===== src/rtl/counter_updown_mod.sv =====
// counter_updown_mod: programmable up/down modulo counter with runtime bounds,
// one-shot halt and cascade chaining (co of one stage drives ci of the next).
// Ports:
//   clk, reset_n        clock, asynchronous active-low reset
//   clr                 sync clear to start bound, leaves HALT
//   cfg_we, lo, hi      sync write of lower/upper bounds
//   load, din           sync load of q
//   en, ci, dir         count enable, cascade enable, 1=up / 0=down
//   oneshot             1=halt at terminal, 0=wrap to opposite bound
//   q                   registered count
//   tc, co              combinational terminal / carry-out
//   wrap                registered 1-cycle pulse on a wrap step
//   done                high while halted
//   cfg_err             sticky flag: bounds written with lo>hi
module counter_updown_mod #(
  parameter int unsigned      WIDTH  = 10,
  parameter logic [WIDTH-1:0] ST_DEF = '0,
  parameter logic [WIDTH-1:0] N_DEF  = '1
) (
  input  logic             clk,
  input  logic             reset_n,
  input  logic             clr,
  input  logic             cfg_we,
  input  logic [WIDTH-1:0] lo,
  input  logic [WIDTH-1:0] hi,
  input  logic             load,
  input  logic [WIDTH-1:0] din,
  input  logic             en,
  input  logic             ci,
  input  logic             dir,
  input  logic             oneshot,
  output logic [WIDTH-1:0] q,
  output logic             tc,
  output logic             co,
  output logic             wrap,
  output logic             done,
  output logic             cfg_err
);

  typedef enum logic {RUN = 1'b0, HALT = 1'b1} state_t;

  state_t           state, state_n;
  logic [WIDTH-1:0] lo_r, hi_r, lo_n, hi_n, q_n;
  logic             wrap_n, cfg_err_n, step;

  // Terminal compare uses >=/<= so an out-of-range loaded q still terminates.
  assign tc   = dir ? (q >= hi_r) : (q <= lo_r);
  assign step = en & ci & (state == RUN);
  assign co   = tc & step;
  assign done = (state == HALT);

  // State and datapath registers.
  always_ff @(posedge clk or negedge reset_n) begin
    if (!reset_n) begin
      state   <= RUN;
      q       <= ST_DEF;
      lo_r    <= ST_DEF;
      hi_r    <= N_DEF;
      wrap    <= 1'b0;
      cfg_err <= 1'b0;
    end else begin
      state   <= state_n;
      q       <= q_n;
      lo_r    <= lo_n;
      hi_r    <= hi_n;
      wrap    <= wrap_n;
      cfg_err <= cfg_err_n;
    end
  end

  // Next-state: clr > load > step for q/state; bound writes run in parallel.
  always_comb begin
    state_n   = state;
    q_n       = q;
    lo_n      = lo_r;
    hi_n      = hi_r;
    wrap_n    = 1'b0;
    cfg_err_n = cfg_err;

    if (clr) begin
      q_n       = dir ? lo_r : hi_r;
      state_n   = RUN;
      cfg_err_n = 1'b0;
    end else if (load) begin
      q_n     = din;
      state_n = RUN;
    end else if (step) begin
      if (dir) begin
        if (q < hi_r) begin
          q_n = q + WIDTH'(1);
        end else if (oneshot) begin
          q_n     = hi_r;
          state_n = HALT;
        end else begin
          q_n    = lo_r;
          wrap_n = 1'b1;
        end
      end else begin
        if (q > lo_r) begin
          q_n = q - WIDTH'(1);
        end else if (oneshot) begin
          q_n     = lo_r;
          state_n = HALT;
        end else begin
          q_n    = hi_r;
          wrap_n = 1'b1;
        end
      end
    end

    // Evaluated after clr so a bad write on the same edge is not lost.
    if (cfg_we) begin
      lo_n = lo;
      hi_n = hi;
      if (lo > hi) cfg_err_n = 1'b1;
    end
  end

endmodule


===== config.mk =====
export PLATFORM = sky130hd
export DESIGN_NAME = counter_updown_mod
export DESIGN_NICKNAME = d
export VERILOG_FILES = /design/src/rtl/counter_updown_mod.sv
export SDC_FILE = /design/constraint.sdc
export NUM_CORES = 1
export LEC_CHECK = 0
export BUFFER_PORTS_ARGS = -buffer_cell sky130_fd_sc_hd__buf_2
export CAP_MARGIN = 20
export CORE_MARGIN = 8
export CORE_UTILIZATION = 41
export DETAILED_ROUTE_END_ITERATION = 10
export PLACE_DENSITY_LB_ADDON = 0.08
export SLEW_MARGIN = 10
export SYNTH_ARGS = -nofsm -noshare
export SYNTH_HDL_FRONTEND = slang
export SYNTH_SLANG_ARGS = --single-unit

===== constraint.sdc =====
create_clock -name clk -period 5.8 [get_ports clk]
set_input_delay 1.45 -clock clk [delete_from_list [all_inputs] [get_ports clk]]
set_output_delay 1.45 -clock clk [all_outputs]
set_load 0.02 [all_outputs]

==> impl_metrics.ini <==
[setup_path]
path_buf_inv = 2
cp_max_fo = 13
cp-start-kind = flop
endpoint_kind = output port
cp_cell_sequence = ha_1, a21oi_1, o21ai_1, a2111oi_4, buf_4, nand2_1, a31oi_1, nor3_1, buf_2
worstSetupPathType = flop to output port
crit_required_ns = 4.35
rrSetupSlack_ns = 3.08
reg2reg_depth = 8
crit_slowest_cell = dfrtp_1
timing.rr.start = q[5]
critical_path.max_stage_delay_ns = 0.65
crit_family = compound AO/OA/AOI/OAI gates
critPathArrivalTime_ns = 2.84
r2r_end = q[6]
cp-startpoint = q[5]

[cells_and_area]
diodes = 0
fill_cells = 819
nNetsFinal = 519
final_common_cell = nand2_1
fin_area_um2 = 3650
seq_area_um2 = 838
multi_input_area_um2 = 2140
fin_cells = 551
final_cell_mix = nand2_1 (55), buf_2 (53), o21ai_0 (43), inv_1 (37), ha_1 (32)
area_growth_pct = 12.8
postLayoutCoreUtil = 0.475
drive_gt1_frac = 0.192

[grt]
grt-ovfl-total = 0
grt_antenna_before_repair = 0
grt.total_usage = 0.180
grt_pass1_wl_um = 16100
grt_pass1_vias = 2987
grt_max_degree = 40

[flow_run]
maxCapViolCount = 0

[route]
dr_total_vias = 3026
antenna_left = 0
vias_per_cell = 5.49
drc = 0
wirelength_um = 9840
drtPass1Iterations = 5
drt_iter0_drc = 189
routedWlPerCell_um = 17.9

[timing]
skew_ns = 0.00596
relSlewSlack = 0.488
setup_viol = 0
period_minus_slack_ns = 4.29
tightest_slew_ns = 0.769
max_freq_mhz = 233
finalHoldViolCount = 0
drv_slew = 0
fin_ws_ns = 1.51
tns_ns = 0
whs_ns = 0.499
rsz0062_at_grt = false
period_share = 0.740

[die]
rows = 32
ios = 54
dieArea_um2 = 11000
core-area_um2 = 7690
die_w_um = 105
initial_core_util = 0.421
die_height_um = 105

[cts]
root_buffer = clkbuf_8
h-tree-depth = 2
cts_tree = yes
postCtsHoldBufs = 0
cts_buffers = 5
clock_path_buffers = 2
clk_latency_ns = 0.29
cts_num_sinks = 33
path_clk_slew_ns = 0.08
cts_setup_buffers = 0
cts_resized = 0

[placement]
dp_cells = 543
place_congestion = 0.876
dpl-instance-area_um2 = 3530
port_buffers = 53
place_ws_ns = 1.83
dp_hpwl_um = 7720

[synthesis]
seq_area_frac_synth = 0.259
syn_nets = 480
syn_avg_cell_area_um2 = 7.91
async_flop_share = 1.00
ys_ff_latch = 33
synth_edf_count = 0
ys.flop_type = dfrtp_1
ys_types = 51
synth_area_um2 = 3230
syn-instance-count = 409
ys_warn_count = 0

[power]
p_total_uw = 933
p_leak_nw = 1.78
peakVddDrop_v = 0.0000881
p_per_area_nw_per_um2 = 256

[worst_hold_path]
hold_path_depth = 1
worstHoldStart = cfg_err
hold_class = flop to flop
holdPathEnd = cfg_err

[outcome]
status = complete, no violations
==> kinds of logic after synthesis <==
family	synth area share
simple gates	0.187
compound gates	0.198
buf+inv	0.0781
mux	0.113
flops	0.259
fa+ha+maj	0.124
xor+xnor	0.0406
==> report_power, final <==
part	switching [mW]	internal [mW]	total, mW
Combinational	0.220	0.161	0.381
Sequential	0.0592	0.260	0.319
Clock	0.0928	0.140	0.233
==> synthesized netlist by cell type (all sizes together) (2+ instances only) <==
| library cell | number | share of area |
|---|---|---|
| and3b | 2 | 0.0054 |
| inv | 37 | 0.043 |
| o22ai | 5 | 0.0097 |
| nand2 | 55 | 0.064 |
| nor3 | 6 | 0.013 |
| ha | 32 | 0.12 |
| or2 | 3 | 0.0058 |
| a21o | 4 | 0.0093 |
| xnor2 | 7 | 0.019 |
| a221oi | 3 | 0.0081 |
| clkbuf | 15 | 0.017 |
| o311ai | 2 | 0.0077 |
| nand4 | 8 | 0.015 |
| and3 | 3 | 0.0058 |
| mux2i | 31 | 0.096 |
| buf | 8 | 0.018 |
| nand2b | 4 | 0.0077 |
| a211oi | 6 | 0.015 |
| dfstp | 10 | 0.081 |
| a21oi | 29 | 0.045 |
| xor2 | 8 | 0.022 |
| nor2b | 3 | 0.0058 |
| o21ai | 44 | 0.068 |
| nor2 | 30 | 0.035 |
| dfrtp | 23 | 0.18 |
| nand3 | 9 | 0.014 |
| mux2 | 5 | 0.017 |
==> worst max path at each step <==
stage,end,cells past startpoint
2_1_floorplan,co,5
3_3_place_gp,co,9
3_5_place_dp,co,9
4_1_cts,co,9
5_1_grt,co,9
6_report,co,9
==> registers in the layout (all words and copies together) (netlist names) <==
register	flops
hi_r	10
lo_r	10
q	10
cfg_err	1
done	1
wrap	1
==> area by class of cell <==
type | count | area share
clock buffer | 6 | 0.0226
inverter | 37 | 0.0381
timing repair buffer | 55 | 0.0768
multi-input combinational | 316 | 0.587
sequential | 33 | 0.230
tap | 102 | 0.0350
clock inverter | 2 | 0.0103
==> metal layers <==
metal | GRT usage | routed length (µm) | vias to the layer above
li1 | - | - | 1509
met1 | 0.266 | 5010 | 1405
met2 | 0.269 | 4180 | 107
met3 | 0.0301 | 592 | 5
met4 | 0.0306 | 63 | 0
met5 | 0 | 0 | -
(Power assumes the default switching activity.)
